==> config.mk <==
export PLATFORM = sky130hd
export DESIGN_NAME = uart_result_tx
export DESIGN_NICKNAME = d
export VERILOG_FILES = /design/src/rtl/uart_result_tx.sv
export SDC_FILE = /design/constraint.sdc
export NUM_CORES = 1
export LEC_CHECK = 0
export BUFFER_PORTS_ARGS = -buffer_cell sky130_fd_sc_hd__buf_2
export CAP_MARGIN = 20
export CORE_MARGIN = 3
export CORE_UTILIZATION = 55
export CTS_BUF_LIST = sky130_fd_sc_hd__clkbuf_8
export DETAILED_ROUTE_END_ITERATION = 10
export HOLD_SLACK_MARGIN = 0.02
export PLACE_DENSITY_LB_ADDON = 0.1
export SLEW_MARGIN = 20
export SYNTH_ARGS = -nofsm -noshare
export SYNTH_HDL_FRONTEND = slang
export SYNTH_SLANG_ARGS = --single-unit
==> constraint.sdc <==
create_clock -name clock -period 5.9 [get_ports clock]
set_clock_uncertainty 0.1 [all_clocks]
set_input_delay 1.18 -clock clock [delete_from_list [all_inputs] [get_ports clock]]
set_output_delay 1.18 -clock clock [all_outputs]
set_load 0.05 [all_outputs]
==> src/rtl/uart_result_tx.sv <==
// uart_result_tx: serializes the SAD template-match verdict ("MATCH\r\n" or
// "NOMATCH\r\n") as back-to-back 8N1 frames and pulses UARTsendComplete
// once the final stop bit has been sent.
module uart_result_tx #(
  parameter int CLKS_PER_BIT = 434
) (
  input  logic       clock,
  input  logic       reset,
  input  logic [1:0] UARTsend,
  output logic       tx,
  output logic       UARTsendComplete,
  output logic       busy
);

  localparam logic [15:0] BAUD_LAST = 16'(CLKS_PER_BIT - 1);

  typedef enum logic [2:0] {
    S_IDLE  = 3'd0,
    S_START = 3'd1,
    S_DATA  = 3'd2,
    S_STOP  = 3'd3,
    S_DONE  = 3'd4
  } state_t;

  state_t      state_q;
  logic [15:0] baud_q;
  logic [2:0]  bit_idx_q;
  logic [3:0]  byte_idx_q;
  logic [3:0]  len_q;
  logic        nm_q;
  logic        armed_q;
  logic        tx_q;
  logic        done_q;
  logic        busy_q;

  logic [15:0] baud_d;
  logic        baud_end_d;
  logic [7:0]  byte_d;
  logic [2:0]  bit_next_d;
  logic        off_d;
  logic        last_byte_d;

  // Message ROM: nm selects NOMATCH, idx is the byte position in the message.
  function automatic logic [7:0] msg_byte(input logic nm, input logic [3:0] idx);
    logic [7:0] b;
    b = 8'hFF;
    if (nm) begin
      case (idx)
        4'd0: b = 8'h4E;
        4'd1: b = 8'h4F;
        4'd2: b = 8'h4D;
        4'd3: b = 8'h41;
        4'd4: b = 8'h54;
        4'd5: b = 8'h43;
        4'd6: b = 8'h48;
        4'd7: b = 8'h0D;
        4'd8: b = 8'h0A;
        default: b = 8'hFF;
      endcase
    end else begin
      case (idx)
        4'd0: b = 8'h4D;
        4'd1: b = 8'h41;
        4'd2: b = 8'h54;
        4'd3: b = 8'h43;
        4'd4: b = 8'h48;
        4'd5: b = 8'h0D;
        4'd6: b = 8'h0A;
        default: b = 8'hFF;
      endcase
    end
    return b;
  endfunction

  // Next-value helpers shared by the FSM and arming logic.
  always_comb begin
    baud_d      = baud_q + 16'd1;
    baud_end_d  = (baud_q == BAUD_LAST);
    byte_d      = msg_byte(nm_q, byte_idx_q);
    bit_next_d  = bit_idx_q + 3'd1;
    off_d       = (UARTsend[1] == UARTsend[0]);   // codes 0 and 3 mean OFF
    last_byte_d = (byte_idx_q == (len_q - 4'd1));
  end

  // Re-trigger guard: a code only fires after an OFF has been seen since the last DONE.
  always_ff @(posedge clock or posedge reset) begin
    if (reset) begin
      armed_q <= 1'b0;
    end else if (state_q == S_DONE) begin
      armed_q <= 1'b0;
    end else if (off_d) begin
      armed_q <= 1'b1;
    end
  end

  // Transmit FSM with registered tx / busy / complete outputs.
  always_ff @(posedge clock or posedge reset) begin
    if (reset) begin
      state_q    <= S_IDLE;
      baud_q     <= 16'd0;
      bit_idx_q  <= 3'd0;
      byte_idx_q <= 4'd0;
      len_q      <= 4'd0;
      nm_q       <= 1'b0;
      tx_q       <= 1'b1;
      done_q     <= 1'b0;
      busy_q     <= 1'b0;
    end else begin
      done_q <= 1'b0;
      case (state_q)
        S_IDLE: begin
          tx_q   <= 1'b1;
          busy_q <= 1'b0;
          baud_q <= 16'd0;
          if (armed_q && !off_d) begin
            state_q    <= S_START;
            tx_q       <= 1'b0;
            busy_q     <= 1'b1;
            nm_q       <= UARTsend[1];
            len_q      <= UARTsend[1] ? 4'd9 : 4'd7;
            byte_idx_q <= 4'd0;
            bit_idx_q  <= 3'd0;
          end
        end
        S_START: begin
          if (baud_end_d) begin
            baud_q    <= 16'd0;
            state_q   <= S_DATA;
            bit_idx_q <= 3'd0;
            tx_q      <= byte_d[0];
          end else begin
            baud_q <= baud_d;
          end
        end
        S_DATA: begin
          if (baud_end_d) begin
            baud_q <= 16'd0;
            if (bit_idx_q == 3'd7) begin
              state_q <= S_STOP;
              tx_q    <= 1'b1;
            end else begin
              bit_idx_q <= bit_next_d;
              tx_q      <= byte_d[bit_next_d];
            end
          end else begin
            baud_q <= baud_d;
          end
        end
        S_STOP: begin
          if (baud_end_d) begin
            baud_q <= 16'd0;
            if (last_byte_d) begin
              state_q <= S_DONE;
              done_q  <= 1'b1;
            end else begin
              byte_idx_q <= byte_idx_q + 4'd1;
              state_q    <= S_START;
              tx_q       <= 1'b0;
            end
          end else begin
            baud_q <= baud_d;
          end
        end
        S_DONE: begin
          state_q <= S_IDLE;
          busy_q  <= 1'b0;
          tx_q    <= 1'b1;
        end
        default: begin
          state_q <= S_IDLE;
          tx_q    <= 1'b1;
          busy_q  <= 1'b0;
        end
      endcase
    end
  end

  assign tx               = tx_q;
  assign UARTsendComplete = done_q;
  assign busy             = busy_q;

endmodule

==> qor.txt, run 1 <==
status - completed
Syn Std Cell Area - 0.00219 mm²
fmax - 383 MHz
wire length of the first global-routing pass - 7980 µm
filler instances - 349
flops & latches, synth - 33
initial antenna violation count - 0
P&R area growth vs syn - 5.59%
Max-Cap Viols - 0
crit path max fanout - 28
Clock Path Buffers - 2
largest net degree at the start of global routing - 34
drt first pass iters - 6
TritonCTS clock tree - built
I/O pins - 7
Vias per Instance - 5.85
Min Clock Period, post-route - 2.61 ns
Synthesized Nets - 266
CTS resizes - 0
GRT Total Usage - 20.2%
unrepaired setup endpoints after global routing - no
total grt overflow - 0
diodes inserted - 0
number of buffers created by CTS - 5
pwr/cell area - 173 mW/mm²
Slowest cell on crit path - or3_2
final worst slack - 3.29 ns
Slew HR - 50.6%
crit end category - register
Slowest Stage Delay on Critical Path - 0.49 ns
initial core utilization - 58.6%
register area share after synthesis - 37.7%
Avg Cell Area, Syn - 8.74 µm²
hold buffers post-CTS - 0
H-tree depth - 2
Most common cell on crit path - o21ai_0
Pleak - 0.00101 µW
Routed Antenna Nets - 0
Max VDD drop - 170 µV
Detailed Place HPWL - 3000 µm
std cell rows - 22
Worst Max-Slew Pin Slew - 0.741 ns
Die H - 69.2 µm
GPL Wtd Cong - 0.818
Post-CTS Setup Bufs - 0
required time of the critical path - 6.01 ns
Multi-input gate area - 0.00126 mm²
crit path DAT - 2.72 ns
core area - 0.00374 mm²
Vias - 1755
Distinct cells, synth - 50
Final Hold Vio Count - 0
DRC Markers - 0
clk_lat worst skew - 0.29 ns
Avg WL per Cell - 14.2 µm
Worst Setup SP - baud_q[1]
fin crit share - 44.3%
ys flop type - dfrtp_1
Synthesis Warnings - 0
CTS root buf - clkbuf_8
Cells on Worst Hold Path - 2
DIE WIDTH - 69.2 µm
vias in the first global route - 1732
Port Buffers - 6
nets@finish - 266
final setup TNS - 0 ns
Sink Count - 33
Total Wirelength - 4270 µm
Hold/Removal Path Class - register to register
hold_ws - 0.400 ns
register area - 827 µm²
FF-to-FF setup slack - 3.29 ns
pre-CTS setup slack - 3.21 ns
Startpoint Class - register
CP Cell Sequence - inv_1 -> ha_1 -> or3b_2 -> nor4_4 -> or3_2 -> o21ai_0 -> mux2i_1 -> o21ai_0
Die Area - 0.00478 mm²
Worst R2R Path Depth - 8
Worst Hold Launch - bit_idx_q[1]
share of cells above drive strength 1 - 10.3%
Async S/R FF share, synth - 100%
Reg clk slew, reported paths - 0.07 ns
First DRT Iteration DRCs - 71
Gate Count Post-Synth - 251
max-slew violation count - 0
Post-synth EDFFs - 0
Hold Path Sink - bit_idx_q[1]
final setup fails - 0
R2R Path End - tx
CP Class - register to register
R2R Path Start - baud_q[1]
## worst max-delay path: cells and delay by family (launching register included)
family | cells | cell delay [ns]
and+or+nand+nor | 3 | 1.31
DFF | 1 | 0.42
AOI/OAI and AO/OA | 2 | 0.29
muxes | 1 | 0.17
adders and majority gates | 1 | 0.16
buffers and inverters | 1 | 0.07
## worst max-delay path by stage
stage                     slack, ns       endpoint
after floorplan                3.48  byte_idx_q[0]
after global placement         3.18  byte_idx_q[0]
after detailed placement       3.21  byte_idx_q[0]
after CTS                      3.25             tx
after global routing           3.03     baud_q[12]
final                          3.29             tx
## report_power, final
group | internal, µW | total (µW) | leakage (µW) | switching [µW]
Clock | 81.3 | 167 | 0.0000439 | 86.0
Sequential | 226 | 226 | 0.000396 | 0
Combinational | 1.51 | 7.16 | 0.000568 | 5.65
## final cells by class
class                           instances  area share [%]
Multi-Input combinational cell        193            54.6
Clock buffer                            5            2.97
Timing Repair Buffer                    7            1.62
Tap cell                               48            2.59
Clock inverter                          3           0.756
Sequential cell                        33            35.7
Inverter                               11            1.78
## metrics by stage
stage               cell area, µm²  instances  total power (µW)  util (%)
finish                        2320        300               401      61.9
global route                  2320        300               416      61.9
CTS                           2320        300               407      61.9
detailed placement            2230        292               238      59.6
global placement              2230        292               238      59.6
floorplan                     2190        251               235         -
## registers in the layout (all words and copies together) (netlist names), 2 cells and up
signal      flops
baud_q         16
byte_idx_q      4
bit_idx_q       3
state_q         3
len_q           2
## synth_stat cells (2+ instances only)
library cell / count / area share (%)
dfrtp_1: 32 / 36
o21ai_0: 28 / 6.4
nand2_1: 25 / 4.3
nor2_1: 23 / 3.9
clkbuf_1: 11 / 1.9
ha_1: 11 / 6.3
inv_1: 11 / 1.9
a21oi_1: 8 / 1.8
nand3_1: 7 / 1.6
xnor2_1: 7 / 2.8
nor3_1: 6 / 1.4
mux2i_1: 5 / 2.3
nand2b_1: 5 / 1.4
xor2_1: 5 / 2.0
nand3b_1: 4 / 1.4
nand4_1: 4 / 1.1
nor2b_1: 4 / 1.1
o31ai_1: 4 / 1.4
a211oi_1: 3 / 1.0
nor4_1: 3 / 0.86
o21a_1: 3 / 1.0
o41ai_1: 3 / 1.2
a221o_1: 2 / 0.91
a311oi_1: 2 / 0.80
a31oi_1: 2 / 0.57
and2_1: 2 / 0.57
buf_4: 2 / 0.68
mux2_2: 2 / 1.0
nand4b_1: 2 / 0.80
o21bai_1: 2 / 0.68
o31a_1: 2 / 0.80
or4_1: 2 / 0.68
or4_4: 2 / 1.0
## routing by layer
layer  vias to the layer above  global-route usage [%]  part of all wire (%)
li1                        904                       -                     -
met1                       818                    25.0                    46
met2                        22                    34.6                    49
met3                        11                    3.79                   2.7
met5                         -                       0                     0
met4                         0                    8.03                   2.3
## kinds of logic after synthesis
logic type,share of synthesized area (%)
XOR/XNOR,4.79
flip-flops,37.7
AO/OA/AOI/OAI,19.0
buffers and inverters,4.67
AND/OR/NAND/NOR,24.2
multiplexers,3.31
adder cells (fa/ha/maj),6.27
## placed cells by master (no fill, tap or decap), drive strengths merged, types with 2 or more instances in the layout
cell	count
dfrtp	32
o21ai	29
nand2	25
nor2	23
inv	11
ha	11
a21oi	8
xnor2	7
nand3	7
buf	7
nor3	6
nand2b	6
xor2	5
mux2i	5
clkbuf	5
nand4	4
nand3b	4
nor2b	4
o31ai	4
nor4	4
or4	4
o21a	3
o41ai	3
a211oi	3
nand4b	2
a31oi	2
a221o	2
and2	2
mux2	2
o31a	2
a311oi	2
o21bai	2
clkinv	2
No activity file was read; power rests on OpenSTA's default activity.
==> run 2, diff against run 1 <==
- clock period: 5.9 -> 2.3 ns (I/O delays scaled with it)
==> run 2 against run 1 <==
Against the previous run: combinational power grew to 2.6 times the previous value; via count grew 10%; non-clock buffer count grew 31; critical path depth shrank 2.
==> qor.txt, run 2 (synthesis gave the netlist of run 1 again) <==
register with the most flip-flops - baud_q (unchanged)
Routed Antenna Nets - 0 (unchanged)
most common cell after layout, fill and taps aside - dfrtp_1 (unchanged)
Worst Setup SP - baud_q[15] (was baud_q[1])
fmax - 445 MHz (was 383 MHz)
Die Area - 0.00478 mm² (unchanged)
Worst Max-Slew Pin Slew - 0.625 ns (was 0.741 ns)
Final Hold Vio Count - 0 (unchanged)
GPL Wtd Cong - 0.801 (was 0.818)
FF-to-FF setup slack - 0.05 ns (was 3.29 ns)
initial antenna violation count - 0 (unchanged)
vias in the first global route - 1834 (was 1732)
H-tree depth - 2 (unchanged)
DP Area - 0.00244 mm² (was 0.00223 mm²)
Detailed Place HPWL - 3390 µm (was 3000 µm)
Vias per Instance - 5.85 (about the same)
initial core utilization - 58.6% (unchanged)
Pleak - 0.00118 µW (was 0.00101 µW)
DIE WIDTH - 69.2 µm (unchanged)
Worst R2R Path Depth - 6 (was 8)
crit path max fanout - 6 (was 28)
GRT Total Usage - 21.5% (was 20.2%)
Multi-input gate area - 0.00130 mm² (was 0.00126 mm²)
crit path to - bit_idx_q[0] (was tx)
Hold/Removal Path Class - input pin to asynchronous set/reset pin (was register to register)
Avg WL per Cell - 14.6 µm (was 14.2 µm)
P&R area growth vs syn - 20.1% (was 5.59%)
I/O pins - 7 (unchanged)
First DRT Iteration DRCs - 95 (was 71)
CTS root buf - clkbuf_8 (unchanged)
Max-Cap Viols - 0 (unchanged)
Clock Path Buffers - 2 (unchanged)
nets@finish - 297 (was 266)
clk_lat worst skew - 0.29 ns (about the same)
pwr/cell area - 426 mW/mm² (was 173 mW/mm²)
Inst Count DP - 318 (was 292)
core area - 0.00374 mm² (unchanged)
Die H - 69.2 µm (unchanged)
max-slew violation count - 0 (unchanged)
wire length of the first global-routing pass - 8400 µm (was 7980 µm)
Final Cell Area - 0.00264 mm² (was 0.00232 mm²)
drt first pass iters - 4 (was 6)
Total Wirelength - 4820 µm (was 4270 µm)
largest net degree at the start of global routing - 34 (unchanged)
register area - 828 µm² (was 827 µm²)
fin crit share - 97.8% (was 44.3%)
TritonCTS clock tree - built (unchanged)
post-layout util - 70.4% (was 61.9%)
crit end category - register (unchanged)
number of buffers created by CTS - 5 (unchanged)
Cell Count, Final, Fillers Out - 330 (was 300)
unrepaired setup endpoints after global routing - yes (was no)
Max VDD drop - 432 µV (was 170 µV)
most frequent cells in the layout - 31 x dfrtp_1, 30 x buf_4, 25 x nand2_1 (was 32 x dfrtp_1, 28 x o21ai_0, 25 x nand2_1)
top flop regs - baud_q x16, byte_idx_q x4 (unchanged)
total grt overflow - 0 (unchanged)
share of cells above drive strength 1 - 23.4% (was 10.3%)
final setup fails - 0 (unchanged)
R2R Path End - bit_idx_q[0] (was tx)
crit path DAT - 2.37 ns (was 2.72 ns)
Port Buffers - 6 (unchanged)
max reg flops - 16 (unchanged)
status - completed (unchanged)
Min Clock Period, post-route - 2.25 ns (was 2.61 ns)
filler instances - 324 (was 349)
Slew HR - 58.3% (was 50.6%)
DRC Markers - 0 (unchanged)
Reg clk slew, reported paths - 0.07 ns (about the same)
R2R Path Start - baud_q[15] (was baud_q[1])
std cell rows - 22 (unchanged)
Startpoint Class - register (unchanged)
Vias - 1930 (was 1755)
Sink Count - 33 (unchanged)
CP Class - register to register (unchanged)
required time of the critical path - 2.42 ns (was 6.01 ns)
diodes inserted - 0 (unchanged)
run 2: power by group:
part,total (µW),internal [µW],switching (µW)
logic,18.6,3.88,14.7
clock network,523,315,208
registers,580,580,0
total,1120,899,223
run 2: area by class of cell:
cell class              instances  area share, %
repair buffers                 38           11.4
clock inverters                 2           1.33
multi-input cells             193           49.4
clock buffers                   5           2.61
inverters                      11           1.57
well taps                      48           2.28
flip-flops and latches         33           31.4
run 2: worst max-delay path, cell delays in order (launching register included):
cell      delay, ns
dfrtp_1        0.40
or4_4          0.55
nor4_4         0.37
nand2b_1       0.10
a221o_1        0.39
nand2b_4       0.17
o21ai_2        0.11
run 2: layer usage:
metal | GRT usage, % | vias up | wire length [µm]
met1 | 27.7 | 937 | 2220
met2 | 36.3 | 27 | 2420
met5 | 0 | - | 0
met4 | 6.07 | 0 | 57
li1 | - | 960 | -
met3 | 4.37 | 6 | 128
run 2: timing repair:
| action | CTS | global route |
|---|---|---|
| gates cloned | 0 | 1 |
| hold endpoints to repair | 0 | 0 |
| setup buffers | 1 | 3 |
| gates resized for setup | 2 | 15 |
| hold buffers | 0 | 0 |
| setup endpoints to repair | 1 | 17 |
| pin swaps | 0 | 5 |
run 2: worst min-delay path by stage:
stage / start / to / slack, ns
after floorplan: bit_idx_q[1] / bit_idx_q[1] / 0.35
after global placement: bit_idx_q[2] / bit_idx_q[2] / 0.38
after detailed placement: bit_idx_q[1] / bit_idx_q[1] / 0.39
after CTS: reset / baud_q[0] / 0.16
after global routing: reset / baud_q[0] / 0.20
final: reset / baud_q[0] / 0.15
run 2: stage by stage:
step	hold WS, ns	setup slack [ns]	total power [µW]	TNS, ns
2_1_floorplan	0.354	0.0107	602	0
3_3_place_gp	0.378	-0.00995	611	-0.00995
3_5_place_dp	0.392	-0.0595	611	-0.0595
4_1_cts	0.162	0.0113	1130	0
5_1_grt	0.196	-0.0588	1160	-0.142
6_report	0.147	0.0516	1120	0
==> run 3, diff against run 2 <==
- CORE_ASPECT_RATIO: default -> 1.4
==> run 3 against run 2 <==
Against the previous run: design area fell by 1.0%; non-clock buffer count rose by 1; die area rose by 0.23%; cell count fell by 1.5%; combinational power rose by 15%; critical path depth did not move; first-iteration DRC count rose by 21%; sequential share of layout area rose by 0.36 points; sequential power barely moved; via count rose by 0.98%.
==> qor.txt, run 3 (synthesis gave the netlist of run 1 again) <==
status - completed (unchanged)
Vias per Instance - 6.00 (was 5.85)
DIE WIDTH - 59.4 µm (was 69.2 µm)
total grt overflow - 0 (unchanged)
Slew HR - 72.0% (was 58.3%)
top flop regs - baud_q x16, byte_idx_q x4 (unchanged)
final setup TNS - 0 ns (unchanged)
initial core utilization - 58.7% (was 58.6%)
fmax - 444 MHz (was 445 MHz)
Hold/Removal Path Class - input pin to asynchronous set/reset pin (unchanged)
pre-CTS setup slack - -0.00779 ns (was -0.0595 ns)
DRC Markers - 0 (unchanged)
Total Wirelength - 5100 µm (was 4820 µm)
std cell rows - 26 (was 22)
GPL Wtd Cong - 0.937 (was 0.801)
Die H - 80.7 µm (was 69.2 µm)
crit path max fanout - 6 (unchanged)
Detailed Place HPWL - 3630 µm (was 3390 µm)
Max-Cap Viols - 0 (unchanged)
Final Hold Vio Count - 0 (unchanged)
CTS root buf - clkbuf_8 (unchanged)
register with the most flip-flops - baud_q (unchanged)
most frequent cells in the layout - 31 x buf_4, 30 x dfrtp_1, 25 x nand2_1 (was 31 x dfrtp_1, 30 x buf_4, 25 x nand2_1)
final worst slack - 0.0488 ns (was 0.0516 ns)
First DRT Iteration DRCs - 115 (was 95)
nets@finish - 298 (was 297)
largest net degree at the start of global routing - 34 (unchanged)
initial antenna violation count - 0 (unchanged)
filler instances - 310 (was 324)
Clock Path Buffers - 2 (unchanged)
number of buffers created by CTS - 5 (unchanged)
Routed Antenna Nets - 0 (unchanged)
Die Area - 0.00479 mm² (was 0.00478 mm²)
I/O pins - 7 (unchanged)
Min Clock Period, post-route - 2.25 ns (about the same)
fin crit share - 97.9% (was 97.8%)
H-tree depth - 2 (unchanged)
crit path DAT - 2.37 ns (about the same)
crit end category - register (unchanged)
CP Class - register to register (unchanged)
TritonCTS clock tree - built (unchanged)
most common cell after layout, fill and taps aside - buf_4 (was dfrtp_1)
diodes inserted - 0 (unchanged)
Vias - 1949 (was 1930)
unrepaired setup endpoints after global routing - yes (unchanged)
pwr/cell area - 397 mW/mm² (was 426 mW/mm²)
Worst Max-Slew Pin Slew - 0.421 ns (was 0.625 ns)
share of cells above drive strength 1 - 22.3% (was 23.4%)
vias in the first global route - 1967 (was 1834)
Pleak - 0.00118 µW (about the same)
P&R area growth vs syn - 18.9% (was 20.1%)
max-slew violation count - 0 (unchanged)
Sink Count - 33 (unchanged)
GRT Total Usage - 24.2% (was 21.5%)
drt first pass iters - 4 (unchanged)
Avg WL per Cell - 15.7 µm (was 14.6 µm)
Startpoint Class - register (unchanged)
Port Buffers - 6 (unchanged)
required time of the critical path - 2.41 ns (was 2.42 ns)
wire length of the first global-routing pass - 8740 µm (was 8400 µm)
core area - 0.00374 mm² (about the same)
Max VDD drop - 598 µV (was 432 µV)
max reg flops - 16 (unchanged)
Reg clk slew, reported paths - 0.07 ns (about the same)
clk_lat worst skew - 0.28 ns (was 0.29 ns)
Final Cell Area - 0.00261 mm² (was 0.00264 mm²)
hold buffers post-CTS - 0 (unchanged)
DP Area - 0.00246 mm² (was 0.00244 mm²)
final setup fails - 0 (unchanged)
-- run 3: path summary, 6_finish.rpt --
kind,from,endpoint,slack (ns),cells after the start
max in group asynchronous,reset,tx,1.61,3
setup / recovery,baud_q[6],bit_idx_q[0],0.05,6
min in group clock,UARTsend[1],len_q[2],0.28,2
hold / removal,reset,busy,0.16,3
hold reg to reg,bit_idx_q[1],bit_idx_q[1],0.40,2
setup reg to reg,baud_q[6],bit_idx_q[0],0.05,6
-- run 3: layout make-up --
class,count,area (µm²),area share [%]
Clock buffer,6,82.6,3.17
Multi-Input combinational cell,193,1290,49.5
Clock inverter,1,3.75,0.144
Sequential cell,33,830,31.8
Tap cell,42,52.6,2.01
Inverter,11,41.3,1.58
Timing Repair Buffer,39,308,11.8
-- run 3: layer usage --
metal | GRT usage (%) | up-vias | routed length (µm)
met5 | 0 | - | 0
met4 | 12.0 | 0 | 172
met3 | 4.45 | 12 | 187
met2 | 43.7 | 57 | 2760
li1 | - | 966 | -
met1 | 26.3 | 914 | 1980
-- run 3: worst max-delay path, stage by stage, from the launching register on --
cell      delay [ns]
dfrtp_1         0.39
or4_4           0.57
nor4_4          0.37
nand3b_1        0.12
a221o_1         0.38
nand2b_4        0.17
o21ai_2         0.09
-- run 3: through the flow --
step                hold slack, ns  std cells  utilization (%)  power, µW
global route                 0.189        325             69.7       1070
global placement             0.368        316             65.8        613
floorplan                    0.354        251                -        602
CTS                          0.172        323             68.5       1040
finish                       0.156        325             69.7       1040
detailed placement           0.383        316             65.8        613
-- run 3: what timing repair did --
item                       in CTS  in global routing
gates cloned                    0                  1
pin swaps                       3                  2
gates resized for setup         4                  9
setup buffers                   0                  1
setup endpoints to repair       3                 17
-- run 3: power by group --
group | total (µW) | internal, µW | leakage, µW | switching, µW
combinational | 21.3 | 6.00 | 0.000738 | 15.3
clock | 435 | 233 | 0.0000485 | 202
sequential | 580 | 580 | 0.000394 | 0
